**config.mk**
```make
export PLATFORM = sky130hd
export DESIGN_NAME = multicycle_ctrl
export DESIGN_NICKNAME = d
export VERILOG_FILES = /design/src/rtl/mc_pkg.sv /design/src/rtl/mc_wait_timer.sv /design/src/rtl/multicycle_ctrl.sv
export SDC_FILE = /design/constraint.sdc
export NUM_CORES = 1
export LEC_CHECK = 0
export ABC_AREA = 1
export BUFFER_PORTS_ARGS = -buffer_cell sky130_fd_sc_hd__buf_4
export CORE_MARGIN = 10
export CORE_UTILIZATION = 52
export DETAILED_ROUTE_END_ITERATION = 10
export GPL_TIMING_DRIVEN = 0
export PLACE_DENSITY = 0.94
export SYNTH_ARGS = -nofsm -noshare
export SYNTH_HDL_FRONTEND = slang
export SYNTH_HIERARCHICAL = 1
export SYNTH_SLANG_ARGS = --single-unit
```
**constraint.sdc**
```tcl
create_clock -name clk -period 3.64 [get_ports clk]
set_input_delay 0.364 -clock clk [delete_from_list [all_inputs] [get_ports clk]]
set_output_delay 0.364 -clock clk [all_outputs]
set_load 0.05 [all_outputs]
```
**src/rtl/mc_pkg.sv**
```systemverilog
// Shared definitions for the multi-cycle MIPS main control FSM:
// opcode values, state encoding and datapath select encodings.
package mc_pkg;

  // Opcode field values (IR[31:26])
  localparam logic [5:0] OP_RTYPE = 6'b000000;
  localparam logic [5:0] OP_ADDI  = 6'b001000;
  localparam logic [5:0] OP_LI    = 6'b100111;
  localparam logic [5:0] OP_LW    = 6'b100011;
  localparam logic [5:0] OP_SW    = 6'b101011;
  localparam logic [5:0] OP_BEQ   = 6'b000100;
  localparam logic [5:0] OP_J     = 6'b000010;

  // Controller states; the encoding is visible on state_o for debug
  typedef enum logic [3:0] {
    IDLE     = 4'd0,
    FETCH    = 4'd1,
    DECODE   = 4'd2,
    MEMADR   = 4'd3,
    MEMRD    = 4'd4,
    MEMWB    = 4'd5,
    MEMWR    = 4'd6,
    RTYPE_EX = 4'd7,
    ADDI_EX  = 4'd8,
    ALU_WB   = 4'd9,
    BRANCH   = 4'd10,
    JUMP     = 4'd11,
    ERROR    = 4'd12
  } state_t;

  // ALU operation select
  localparam logic [1:0] ALU_ADD   = 2'b00;
  localparam logic [1:0] ALU_SUB   = 2'b01;
  localparam logic [1:0] ALU_FUNCT = 2'b10;

  // ALU B operand select
  localparam logic [1:0] ASB_RT      = 2'b00;
  localparam logic [1:0] ASB_FOUR    = 2'b01;
  localparam logic [1:0] ASB_IMM     = 2'b10;
  localparam logic [1:0] ASB_IMM_SH2 = 2'b11;

  // PC source select
  localparam logic [1:0] PC_ALU    = 2'b00;
  localparam logic [1:0] PC_ALUOUT = 2'b01;
  localparam logic [1:0] PC_JUMP   = 2'b10;

  // State following DECODE for a given opcode; unknown opcodes trap
  function automatic state_t decode_next(input logic [5:0] op);
    case (op)
      OP_RTYPE:      return RTYPE_EX;
      OP_ADDI, OP_LI: return ADDI_EX;
      OP_LW, OP_SW:  return MEMADR;
      OP_BEQ:        return BRANCH;
      OP_J:          return JUMP;
      default:       return ERROR;
    endcase
  endfunction

  // States that hold the memory port and wait for mem_ready
  function automatic logic is_mem_wait(input state_t s);
    return (s == FETCH) || (s == MEMRD) || (s == MEMWR);
  endfunction

endpackage

```
**src/rtl/mc_wait_timer.sv**
```systemverilog
// Memory wait counter: counts consecutive stalled cycles and flags when
// the count has reached TIMEOUT.
module mc_wait_timer #(
  parameter int TIMEOUT = 15,
  parameter int CNT_W   = 4
) (
  input  logic clk,
  input  logic rst_n,
  input  logic clr,
  input  logic inc,
  output logic expired
);

  logic [CNT_W-1:0] cnt_reg;

  // Clear has priority; the count saturates at TIMEOUT
  always_ff @(posedge clk or negedge rst_n) begin
    if (!rst_n) begin
      cnt_reg <= '0;
    end else if (clr) begin
      cnt_reg <= '0;
    end else if (inc && (cnt_reg != CNT_W'(TIMEOUT))) begin
      cnt_reg <= cnt_reg + 1'b1;
    end
  end

  assign expired = (cnt_reg == CNT_W'(TIMEOUT));

endmodule

```
**src/rtl/multicycle_ctrl.sv**
```systemverilog
// Main control FSM for the multi-cycle MIPS datapath. Sequences fetch,
// decode, execute, memory and writeback; traps on illegal opcodes and on
// memory wait timeouts. Datapath controls are decoded from the state.
module multicycle_ctrl
  import mc_pkg::*;
#(
  parameter int TIMEOUT = 15,
  parameter int CNT_W   = 4
) (
  input  logic       clk,
  input  logic       rst_n,
  input  logic [5:0] opcode,
  input  logic       zero,
  input  logic       mem_ready,
  output logic       iord,
  output logic       mem_read,
  output logic       mem_write,
  output logic       ir_write,
  output logic       pc_write,
  output logic [1:0] pc_src,
  output logic       alu_src_a,
  output logic [1:0] alu_src_b,
  output logic [1:0] alu_op,
  output logic       reg_dst,
  output logic       reg_write,
  output logic       mem_to_reg,
  output logic       illegal_op,
  output logic       bus_err,
  output logic [3:0] state_o
);

  state_t state_reg;
  logic   dst_reg;
  logic   illegal_reg;
  logic   bus_err_reg;

  logic   waiting;
  logic   timer_clr;
  logic   timer_inc;
  logic   timer_expired;
  logic   timeout;

  // Counter runs only while a memory state is stalled; leaving those
  // states or any completed access resets it, so every entry starts at 0
  assign waiting   = is_mem_wait(state_reg);
  assign timer_clr = mem_ready || !waiting;
  assign timer_inc = waiting && !mem_ready;
  assign timeout   = timer_inc && timer_expired;

  mc_wait_timer #(
    .TIMEOUT (TIMEOUT),
    .CNT_W   (CNT_W)
  ) u_wait_timer (
    .clk     (clk),
    .rst_n   (rst_n),
    .clr     (timer_clr),
    .inc     (timer_inc),
    .expired (timer_expired)
  );

  // State sequencing, writeback destination capture and sticky trap flags
  always_ff @(posedge clk or negedge rst_n) begin
    if (!rst_n) begin
      state_reg   <= IDLE;
      dst_reg     <= 1'b0;
      illegal_reg <= 1'b0;
      bus_err_reg <= 1'b0;
    end else begin
      case (state_reg)
        IDLE: state_reg <= FETCH;
        FETCH: begin
          if (mem_ready) begin
            state_reg <= DECODE;
          end else if (timeout) begin
            state_reg   <= ERROR;
            bus_err_reg <= 1'b1;
          end
        end
        DECODE: begin
          state_reg <= decode_next(opcode);
          if (decode_next(opcode) == ERROR) illegal_reg <= 1'b1;
        end
        MEMADR: state_reg <= (opcode == OP_LW) ? MEMRD : MEMWR;
        MEMRD: begin
          if (mem_ready) begin
            state_reg <= MEMWB;
          end else if (timeout) begin
            state_reg   <= ERROR;
            bus_err_reg <= 1'b1;
          end
        end
        MEMWB: state_reg <= FETCH;
        MEMWR: begin
          if (mem_ready) begin
            state_reg <= FETCH;
          end else if (timeout) begin
            state_reg   <= ERROR;
            bus_err_reg <= 1'b1;
          end
        end
        RTYPE_EX: begin
          dst_reg   <= 1'b1;
          state_reg <= ALU_WB;
        end
        ADDI_EX: begin
          dst_reg   <= 1'b0;
          state_reg <= ALU_WB;
        end
        ALU_WB, BRANCH, JUMP: state_reg <= FETCH;
        ERROR:   state_reg <= ERROR;
        default: state_reg <= ERROR;
      endcase
    end
  end

  // Datapath controls decoded from the current state
  always_comb begin
    iord       = 1'b0;
    mem_read   = 1'b0;
    mem_write  = 1'b0;
    ir_write   = 1'b0;
    pc_write   = 1'b0;
    pc_src     = PC_ALU;
    alu_src_a  = 1'b0;
    alu_src_b  = ASB_RT;
    alu_op     = ALU_ADD;
    reg_dst    = 1'b0;
    reg_write  = 1'b0;
    mem_to_reg = 1'b0;
    case (state_reg)
      FETCH: begin
        mem_read  = 1'b1;
        alu_src_b = ASB_FOUR;
        ir_write  = mem_ready;
        pc_write  = mem_ready;
      end
      DECODE: alu_src_b = ASB_IMM_SH2;
      MEMADR: begin
        alu_src_a = 1'b1;
        alu_src_b = ASB_IMM;
      end
      MEMRD: begin
        iord     = 1'b1;
        mem_read = 1'b1;
      end
      MEMWB: begin
        mem_to_reg = 1'b1;
        reg_write  = 1'b1;
      end
      MEMWR: begin
        iord      = 1'b1;
        mem_write = 1'b1;
      end
      RTYPE_EX: begin
        alu_src_a = 1'b1;
        alu_op    = ALU_FUNCT;
      end
      ADDI_EX: begin
        alu_src_a = 1'b1;
        alu_src_b = ASB_IMM;
      end
      ALU_WB: begin
        reg_write = 1'b1;
        reg_dst   = dst_reg;
      end
      BRANCH: begin
        alu_src_a = 1'b1;
        alu_op    = ALU_SUB;
        pc_src    = PC_ALUOUT;
        pc_write  = zero;
      end
      JUMP: begin
        pc_src   = PC_JUMP;
        pc_write = 1'b1;
      end
      default: ;
    endcase
  end

  assign illegal_op = illegal_reg;
  assign bus_err    = bus_err_reg;
  assign state_o    = state_reg;

endmodule

```
; Yosys cells after proc, flatten, opt, wreduce, memory -nomap -nowiden
; Index checks and enable logic that the tools add are counted.
; W data, S select, Z words.
[word_totals]
reg_bits = 11
inputBits = 10
output_inout_bits = 21
word_cells = 74
[classes]
n_addsub = 1
eq_ne = 20
muxes = 23
bitwise_logic = 1
reduce_logical = 24
[ops]
columns = operator, count
row1 = $mux W4, 7
row2 = $pmux W4 S7, 1
row3 = $eq A4 B4 Y1 const B, 6
row4 = $pmux W4 S5, 1
row5 = $eq A6 B6 Y1 const B, 3
row6 = $eq A4 B3 Y1 const B, 4
row7 = $reduce_or A2 Y1, 7
row8 = $eq A4 B2 Y1 const B, 2
row9 = $mux W1, 8
row10 = $pmux W2 S2, 2
row11 = $eq A6 B2 Y1 const B, 1
row12 = $eq A6 B3 Y1 const B, 1
row13 = $eq A6 B4 Y1 const B, 1
row14 = $logic_not A6 Y1, 1
row15 = $pmux W2 S3, 1
row16 = $reduce_or A5 Y1, 1
row17 = $add A4 B1 Y4 const B, 1
row18 = $eq A4 B1 Y1 const B, 1
row19 = $logic_not A4 Y1, 1
row20 = $ne A4 B4 Y1 const B, 1
row21 = $reduce_bool A2 Y1, 2
row22 = $reduce_or A4 Y1, 1
row23 = $logic_and A1 B1 Y1, 3
row24 = $logic_or A1 B1 Y1, 3
row25 = 8 further kinds, 9

; Depth between registers and ports, before layout
; Gate-level depths: netlist of the first run.
[depth]
ltp_word = 8
depth_mapped = 9
ltp_nobuf = 9

; By module
; The synthesis of the first run kept the hierarchy.
[by_module_without_submodules]
columns = mod, n_inst, cells_each, area_each_um2, seq_area_each_um2
row1 = multicycle_ctrl, 1, 107, 634.4, 175.2
row2 = mc_wait_timer, 1, 29, 225.2, 100.1

; Least setup slack after synthesis of the first run
; Ideal clock, no wire load.
[synth_path]
path_kind = flip-flop to output port
startpoint = reg state_reg[3], in the netlist state_o[3]
endpoint = out pc_write
t_arrival_ns = 2.242
setup_slack_ns = 1.034
path_stages_with_launch = 5
n_path_buf = 0
cell_sequence = dfrtp_1 -> nand2_1 -> nor2_1 -> a21oi_1 -> nand2_1
[synth_via]
elab_chain_cells = 2
word_cells_on_any_way = 4
cone_classes = 3 x eq/ne / 1 x mux
[synth_rtl]
columns = item, line_no
row1 = from (decl), multicycle_ctrl.sv:32  ; state_t state_reg;
row2 = from (signal assigned), multicycle_ctrl.sv:80  ; state_reg <= decode_next(opcode);
row3 = from (signal assigned), multicycle_ctrl.sv:83  ; MEMADR: state_reg <= (opcode == OP_LW) ? MEMRD : MEMWR;
row4 = $eq A4 B4 Y1 / $eq A4 B1 Y1 (equally long branches), multicycle_ctrl.sv:130  ; case (state_reg)
row5 = $pmux W1 S3 (*), multicycle_ctrl.sv:130
row6 = to (decl), multicycle_ctrl.sv:19  ; output logic pc_write,
; Mark *: on every way between the ends. The rest lies on a longest branch, timed or not.

; Final worst setup path of the first run
[layout_path]
startpoint = reg state_reg[3], in the netlist state_o[3]
endpoint = out alu_src_b[1]
[layout_via]
elab_chain_cells = 3
word_cells_on_any_way = 6
cone_classes = 4 x eq/ne / 1 x mux / 1 x reduce/logical
[layout_rtl]
columns = item, line_no
row1 = $eq A4 B4 Y1 / $eq A4 B2 Y1 (equally long branches), multicycle_ctrl.sv:130
row2 = $reduce_or A2 Y1 (no line), --
row3 = $pmux W2 S3 (*), multicycle_ctrl.sv:130
row4 = to (decl), multicycle_ctrl.sv:22  ; output logic [1:0] alu_src_b,
; Marks and branches as above.

==> results.ini, run 1 <==
[status]
status=completed

[sta]
tightestPinTransition_ns=0.301
report.final.slew_viol_count=0
fin_worst_skew_ns=0.00366
fmax_mhz=497
finalSetupViolCount=0
fin_setup_tns_ns=0
hold_viol_final=0
setup_repair_after_global_routing_missed_its_margin=false
post-route-period-util_pct=55.3
period_minus_slack_ns=2.01
timing.slew.headroom_pct=79.9

[cells_and_area]
area_growth_syn_to_layout_pct=32.8
fin_nets=183
drive_above_1_share_pct=28.7
fillers=130
final-instance-count-excl-fill=187
antenna_cells=0

[detailed_routing]
route.final.wire_length_mm=2.47
route.detailed.wl_per_inst_um=13.2
detailroute.via_count=1038
avgViaCountPerCell=5.55
detailedRoute.firstPassIterationCount=5
post-route-drc-count=0
initialDrtViolationCount=30
drt.antenna.violating_nets=0

[placement]
buffer_ports.inserted=30
finalWeightedCongestion=0.912
detailed_place_hpwl_mm=2.01
place_inst=182

[logic_synthesis]
synth_top_flop_cell=dfrtp_1
synth_warnings=6
yosysTopAreaCellShare_pct=32.0
postSynthCellCount=136
synth.yosys.seq_area_share_pct=32.0
syn_area_per_cell_sq_um=6.32
synth.top_cells.by_area=dfrtp_1 (32%), nand2_1 (16%), nand3_1 (9.3%)
synthDominantAreaCellType=dfrtp_1
mappedNetlistArea_sq_um=860
synth-async-reset-ratio_pct=100
syn_nets=147
synth-seq-cells=11
synth-edff-count=0
ys_types=22
ys_top_cells_by_count=nand2_1 (37), nor2_1 (19), inv_1 (17)
synth_most_common_cell=nand2_1

[floorplanning]
chipHeight_um=60.7
initial_utilization_pct=55.8
core_sq_um=1540
floorplan.io_pins=31
die_area_sq_um=3680
floorplan.die.width_um=60.7
std_cell_rows=14

[global_routing]
globalRouteMet3Util_pct=3.97
wire_length_of_the_first_global_routing_pass_mm=4.01
global_route.usage.met2_pct=23.6
total_routing_usage_reported_by_global_routing_pct=13.5
grt.met1_usage_pct=14.8
globalRoute.busiestLayer=met2
initial_antenna_violation_count=0
largest_net_degree_at_the_start_of_global_routing=12
number_of_global_route_vias_before_repair=955
grt_overflow_total=0

[clock_network]
tritoncts=done
clk_root_buffer_cell=clkbuf_4
cts_sinks=11
clk_path_buf_depth=2
tritoncts.num_buffers=3
cts.reportedPaths.clkPinSlew_ns=0.08
post_cts_resize_count=0
worst_skew_pair.late_latency_ns=0.27
clock_tree.htree_level_count=1

[worst_setup_path]
worstReg2RegEnd=u_wait_timer/cnt_reg[0]$_DFFE_PN0P_
worst_setup_path_start_kind=register
critical_path.most_common_cell=nor2_2
worstPathCellList=nor2_2 -> clkinv_2 -> nor2_2 -> or3_1 -> buf_4
crit_path_start=state_o[3]$_DFF_PN0_
crit_path_end_kind=output port
required_ns=3.28
cp_data_arrival_time_ns=1.65
critPathMaxStageDelay_ns=0.49
critical_path.slowest_cell=dfrtp_1
crit_fanout=8
path_class=register to output port
logic_depth_of_the_worst_register_to_register_path=8
critical_r2r_launch=state_o[3]$_DFF_PN0_
crit_path_end=alu_src_b[1]
reg2reg_setup_slack_ns=2.26

[job]
max_cap_violations=0

[pwr]
cellLeakagePower_nw=0.664
ir_worst_vdd_uv=445
powerDensity_nw_per_um2=836

[hold_path]
timing.hold.worst_path_depth=3
min_path_type=primary input to register

-- power breakdown --
group | total, W | switching [W] | internal, W | leakage, nW
Clock | 0.0000850 | 0.0000426 | 0.0000424 | 0.0150
Sequential | 0.000195 | 0.0000438 | 0.000152 | 0.137
Combinational | 0.000674 | 0.000488 | 0.000186 | 0.512
-- through the flow --
step	hold WS [ns]	utilization, %	area (sq um)	setup slack [ns]	total power (W)
floorplan	0.0684	-	860	1.03	0.000681
global placement	0.205	71.7	1100	1.99	0.000853
detailed placement	0.206	71.7	1100	1.94	0.000873
CTS	0.355	74.0	1140	1.64	0.000960
global route	0.367	74.0	1140	1.50	0.00102
finish	0.364	74.0	1140	1.63	0.000954
-- kinds of logic after synthesis --
logic type               share of synthesized area [%]
XOR/XNOR                                          1.02
AND/OR/NAND/NOR                                   48.6
adder cells (fa/ha/maj)                           1.46
buffers and inverters                             10.6
flip-flops                                        32.0
AO/OA/AOI/OAI                                     6.26
-- worst min path at each step --
| stage | to | from | slack (ns) |
|---|---|---|---|
| finish | state_o[0]$_DFF_PN0_ | mem_ready | 0.36 |
| global route | state_o[0]$_DFF_PN0_ | mem_ready | 0.37 |
| CTS | state_o[0]$_DFF_PN0_ | mem_ready | 0.35 |
| detailed placement | dst_reg$_DFFE_PN0P_ | rst_n | 0.21 |
| global placement | dst_reg$_DFFE_PN0P_ | rst_n | 0.20 |
| floorplan | bus_err$_DFFE_PN0P_ | rst_n | 0.07 |
-- per-layer routing --
layer,vias up,wire [um]
met5,-,0
met4,0,65
met3,8,282
met2,63,1170
met1,463,950
li1,504,-
-- repair_timing --
item                                   4_1_cts  5_1_grt
hold buffers                                 1        0
buffers inserted                             0        0
endpoints found under the hold margin       11        0
-- critical path: cells and delay by family (launching register included) --
family,cells,cell delay (ns)
and+or+nand+nor,3,0.56
DFF,1,0.49
buffers and inverters,2,0.33
-- cells in the final DEF, fill, tap and decap left out --
cell and instances:
nand3_1 16, nor2_4 3, buf_4 31, or3_1 1, o21ai_1 1, nor2_2 5, nand2_2 2, o22ai_1 1
nor2_1 19, nand4_1 5, clkbuf_1 1, clkinv_2 1, xor2_1 1, o21ai_0 2, nand2_1 37, a21oi_1 5
dfrtp_1 11, ha_1 1, inv_2 4, nand3b_1 1, o21bai_1 1, inv_1 17, nor3_1 1, clkbuf_4 3
dlygate4sd3_1 1
-- layout make-up --
cell class | instances | area (sq um) | share of cell area (%)
inverters | 22 | 83.8 | 7.35
well taps | 16 | 20.0 | 1.75
multi-input cells | 102 | 493 | 43.2
flip-flops and latches | 11 | 275 | 24.1
clock buffers | 4 | 26.3 | 2.30
plain buffers | 1 | 7.51 | 0.658
repair buffers | 31 | 235 | 20.6
No activity file was read; power rests on OpenSTA's default activity.
==> run 2, diff against run 1 <==
--- a/config.mk
+++ b/config.mk
@@ -8,10 +8,10 @@
 export ABC_AREA = 1
 export BUFFER_PORTS_ARGS = -buffer_cell sky130_fd_sc_hd__buf_4
 export CORE_MARGIN = 10
-export CORE_UTILIZATION = 52
+export CORE_UTILIZATION = 48
 export DETAILED_ROUTE_END_ITERATION = 10
 export GPL_TIMING_DRIVEN = 0
-export PLACE_DENSITY = 0.94
+export PLACE_DENSITY = 0.89
 export SYNTH_ARGS = -nofsm -noshare
 export SYNTH_HDL_FRONTEND = slang
 export SYNTH_HIERARCHICAL = 1
==> constraint.sdc (replaced) <==
create_clock -name clk -period 2.1 [get_ports clk]
set_input_delay 0.21 -clock clk [delete_from_list [all_inputs] [get_ports clk]]
set_output_delay 0.21 -clock clk [all_outputs]
set_load 0.05 [all_outputs]
==> results.ini, run 2 (same netlist as run 1, synthesis figures left out) <==
[floorplanning]
std_cell_rows=15
die_area_sq_um=3880
chipHeight_um=62.3
core_sq_um=1710
initial_utilization_pct=50.3
floorplan.io_pins=31
floorplan.die.width_um=62.3

[cells_and_area]
fin_nets=183
finish.instance_area_sq_um=1160
area_growth_syn_to_layout_pct=35.4
final-instance-count-excl-fill=196
layout.cells.most_common=nand2_1
seq_area_sq_um=275
fillers=155
final_cell_mix=nand2_1 (37), buf_4 (31), inv_1 (17), nor2_1 (17), nand3_1 (16)
drive_above_1_share_pct=31.0
antenna_cells=0
multi_input_area_sq_um=503
post-route-util_pct=68.1

[worst_setup_path]
crit_fanout=7
required_ns=1.89
cp_data_arrival_time_ns=1.69
crit_path_end_kind=output port
worst_setup_path_start_kind=register
path_class=register to output port

[pwr]
ir_worst_vdd_uv=709
powerDensity_nw_per_um2=1440
cellLeakagePower_nw=0.667

[sta]
report.final.slew_viol_count=0
post-route-period-util_pct=90.2
hold_viol_final=0
timing.slew.headroom_pct=81.4
tightestPinTransition_ns=0.279
timing.final.ws_setup_ns=0.205
period_minus_slack_ns=1.90
setup_repair_after_global_routing_missed_its_margin=false
fin_setup_tns_ns=0
fin_worst_skew_ns=0.00842
finalSetupViolCount=0
fmax_mhz=528

[global_routing]
initial_antenna_violation_count=0
largest_net_degree_at_the_start_of_global_routing=12
wire_length_of_the_first_global_routing_pass_mm=4.05
grt_overflow_total=0
number_of_global_route_vias_before_repair=965
total_routing_usage_reported_by_global_routing_pct=12.4

[clock_network]
worst_skew_pair.late_latency_ns=0.29
tritoncts=done
post_cts_resize_count=0
tritoncts.num_buffers=3
cts_setup_buffers=0
cts_sinks=11
clk_path_buf_depth=2
clk_root_buffer_cell=clkbuf_4
cts.reportedPaths.clkPinSlew_ns=0.08
clock_tree.htree_level_count=1

[detailed_routing]
drt.antenna.violating_nets=0
avgViaCountPerCell=5.11
route.detailed.wl_per_inst_um=12.3
detailroute.via_count=1002
detailedRoute.firstPassIterationCount=4
route.final.wire_length_mm=2.41
initialDrtViolationCount=36
post-route-drc-count=0

[job]
max_cap_violations=0

[placement]
finalWeightedCongestion=0.942
place_inst=191
buffer_ports.inserted=30
pre_cts_ws_ns=0.549
detailed_place.area_sq_um=1130
detailed_place_hpwl_mm=1.98

[status]
status=completed

[hold_path]
min_path_type=primary input to register

==> run 2: changes by cell type in the layout (fill, tap and decap cells not counted) <==
| cell | delta |
|---|---|
| clkbuf_1 | -1 |
| clkinv_2 | +1 |
| nor2_1 | -2 |
| nor2_2 | +2 |
| nor3_1 | -1 |
| nor3_2 | +1 |
| o21ai_0 | -1 |
| o21ai_1 | +1 |
==> run 2: per-layer routing <==
layer | vias to the layer above | wire [um] | GRT usage (%)
met5 | - | 0 | 0
met4 | 0 | 63 | 6.42
met3 | 7 | 200 | 3.76
met2 | 46 | 1120 | 21.2
met1 | 451 | 1030 | 13.5
li1 | 498 | - | -
==> run 2: per-stage QoR <==
stage / hold slack [ns] / total power [W]
after floorplan: -0.0856 / 0.00119
after global placement: 0.0511 / 0.00149
after detailed placement: 0.0528 / 0.00151
after CTS: 0.173 / 0.00167
after global routing: 0.201 / 0.00178
final: 0.169 / 0.00167
==> run 2: cell type report <==
cell class	count	share of cell area (%)
clock inverters	1	0.430
repair buffers	31	20.2
well taps	25	2.69
inverters	22	7.20
flip-flops and latches	11	23.7
clock buffers	3	1.94
plain buffers	1	0.645
multi-input cells	102	43.2
==> run 2: repair_timing <==
action                     in CTS  in global routing
hold buffers                    1                  0
setup endpoints to repair       0                  0
hold endpoints to repair       11                  0
==> run 2: worst paths after layout <==
| check | end | cells past startpoint | from | slack (ns) |
|---|---|---|---|---|
| setup reg to reg | u_wait_timer/cnt_reg[0]$_DFFE_PN0P_ | 9 | state_o[2]$_DFF_PN0_ | 0.72 |
| setup / recovery | alu_src_b[1] | 5 | state_o[2]$_DFF_PN0_ | 0.20 |
| hold reg to reg | bus_err$_DFFE_PN0P_ | 2 | bus_err$_DFFE_PN0P_ | 0.47 |
| max in group asynchronous | u_wait_timer/cnt_reg[1]$_DFFE_PN0P_ | 2 | rst_n | 1.66 |
| hold / removal | state_o[0]$_DFF_PN0_ | 3 | mem_ready | 0.17 |
| min in group asynchronous | state_o[0]$_DFF_PN0_ | 2 | rst_n | 0.28 |
==> run 2: worst max-delay path, stage by stage (launching register included) <==
cell and delay [ns]:
dfrtp_1 0.51, inv_2 0.06, nand2_1 0.19, nor2_1 0.12, or3_1 0.31, buf_4 0.19
==> run 2: power by group <==
group | switching, W | internal [W] | total, W
combinational | 0.000848 | 0.000324 | 0.00117
clock | 0.0000871 | 0.0000710 | 0.000158
sequential | 0.0000761 | 0.000263 | 0.000339
total | 0.00101 | 0.000658 | 0.00167
==> run 3, diff against run 2 <==
--- a/config.mk
+++ b/config.mk
@@ -12,6 +12,7 @@
 export DETAILED_ROUTE_END_ITERATION = 10
 export GPL_TIMING_DRIVEN = 0
 export PLACE_DENSITY = 0.89
+export RECOVER_POWER = 100
 export SYNTH_ARGS = -nofsm -noshare
 export SYNTH_HDL_FRONTEND = slang
 export SYNTH_HIERARCHICAL = 1
==> results.ini, run 3 (same netlist as run 1, synthesis figures left out) <==
[worst_setup_path]
critPathBufInv=3
worst_setup_path_start_kind=register
category_of_cells_accounting_for_the_largest_share_of_critical_path_delay=buffers and inverters
worstPathCellList=inv_1 -> nand2_1 -> nor2_1 -> buf_4 -> buf_2
crit_fanout=7
cp_data_arrival_time_ns=1.72
critical_r2r_launch=state_o[2]$_DFF_PN0_
critical_path.slowest_cell=dfrtp_1
path_class=register to output port
critPathMaxStageDelay_ns=0.47
crit_path_start=state_o[2]$_DFF_PN0_
required_ns=1.89
crit_path_end_kind=output port

[floorplanning]
die_area_sq_um=3880
chipHeight_um=62.3
core_sq_um=1710
floorplan.die.width_um=62.3
std_cell_rows=15
floorplan.io_pins=31
initial_utilization_pct=50.3

[sta]
timing.slew.headroom_pct=56.9
fmax_mhz=518
hold_viol_final=0
finalSetupViolCount=0
timing.final.ws_setup_ns=0.168
setup_repair_after_global_routing_missed_its_margin=false
tightestPinTransition_ns=0.647
fin_worst_skew_ns=0.0106
period_minus_slack_ns=1.93
report.final.slew_viol_count=0
post-route-period-util_pct=92.0

[clock_network]
cts_setup_buffers=0
worst_skew_pair.late_latency_ns=0.29
clk_path_buf_depth=2
tritoncts.num_buffers=3
cts.reportedPaths.clkPinSlew_ns=0.08
cts_sinks=11
clock_tree.htree_level_count=1
post_cts_resize_count=0
tritoncts=done
clk_root_buffer_cell=clkbuf_4
holdBufCountCts=1

[detailed_routing]
route.final.wire_length_mm=2.43
initialDrtViolationCount=35
route.detailed.wl_per_inst_um=12.4
detailroute.via_count=999
drt.antenna.violating_nets=0
avgViaCountPerCell=5.10
detailedRoute.firstPassIterationCount=4
post-route-drc-count=0

[placement]
finalWeightedCongestion=0.942
detailed_place_hpwl_mm=1.98
buffer_ports.inserted=30
detailed_place.area_sq_um=1130
pre_cts_ws_ns=0.549

[cells_and_area]
final_cell_mix=nand2_1 (38), inv_1 (20), nor2_1 (18), nand3_1 (16), buf_4 (13)
layout.cells.most_common=nand2_1
antenna_cells=0
fin_nets=183
fillers=170
drive_above_1_share_pct=22.8
area_growth_syn_to_layout_pct=28.2
finish.instance_area_sq_um=1100

[pwr]
switching_share_pct=63.4
powerDensity_nw_per_um2=1440
sequential_share_of_power_pct=21.2
power_switching_w=0.00100
part_of_the_total_power_dissipated_in_the_clock_network_pct=9.9
ir_worst_vdd_uv=683
cellLeakagePower_nw=0.632
pwr-share-comb_pct=68.9
internal-power_w=0.000580

[global_routing]
largest_net_degree_at_the_start_of_global_routing=12
initial_antenna_violation_count=0
grt_overflow_total=0
number_of_global_route_vias_before_repair=965
wire_length_of_the_first_global_routing_pass_mm=4.05
total_routing_usage_reported_by_global_routing_pct=12.4

[status]
status=completed

[job]
max_cap_violations=0

[hold_path]
hold_path.startpoint=mem_ready
min_path_type=primary input to register

==> run 3: area by class of cell <==
cell class | instances | area, sq um | share of cell area (%)
Inverter | 22 | 83.8 | 7.60
Clock inverter | 1 | 5.00 | 0.454
Multi-Input combinational cell | 102 | 498 | 45.2
Tap cell | 25 | 31.3 | 2.84
Timing Repair Buffer | 31 | 179 | 16.2
Clock buffer | 3 | 22.5 | 2.04
Buffer | 1 | 7.51 | 0.681
Sequential cell | 11 | 275 | 25.0
==> run 3: routing by layer <==
| metal | up-vias | wire (um) | global-route usage, % |
|---|---|---|---|
| met1 | 448 | 1060 | 13.5 |
| met5 | - | 0 | 0 |
| met2 | 45 | 1130 | 21.2 |
| met3 | 5 | 181 | 3.76 |
| li1 | 501 | - | - |
| met4 | 0 | 51 | 6.42 |
==> run 3: stage by stage <==
step                TNS (ns)  total power (W)  utilization, %  hold slack (ns)  instances
floorplan             -0.230          0.00119               -          -0.0856        136
global placement           0          0.00149            65.9           0.0511        191
detailed placement         0          0.00151            65.9           0.0528        191
CTS                        0          0.00167            68.1            0.173        196
global route               0          0.00169            64.5            0.201        196
finish                     0          0.00158            64.5            0.169        196
==> run 3: power groups by stage <==
| stage | Combinational (W) | Sequential, W | Clock, W |
|---|---|---|---|
| global placement | 0.00116 | 0.000338 | 0 |
| floorplan | 0.000734 | 0.000458 | 0 |
| global route | 0.00118 | 0.000347 | 0.000167 |
| CTS | 0.00118 | 0.000337 | 0.000157 |
| finish | 0.00109 | 0.000336 | 0.000157 |
| detailed placement | 0.00117 | 0.000341 | 0 |
==> run 3: worst paths after layout <==
path	end	slack [ns]	cells after the start
worst max register to register	u_wait_timer/cnt_reg[0]$_DFFE_PN0P_	0.60	9
min in group asynchronous	state_o[0]$_DFF_PN0_	0.45	2
worst min register to register	bus_err$_DFFE_PN0P_	0.47	2
worst min-delay path	state_o[0]$_DFF_PN0_	0.17	3
worst max-delay path	pc_src[0]	0.17	5
max in group asynchronous	u_wait_timer/cnt_reg[1]$_DFFE_PN0P_	1.23	2
==> run 3: worst reg2reg max path: stages (launching register included) <==
cell     delay [ns]
dfrtp_1        0.49
inv_1          0.10
nor2_1         0.15
nand3_1        0.09
nand2_1        0.13
nand2_1        0.07
inv_1          0.18
nand2_1        0.09
nand2_1        0.06
nor2_1         0.04
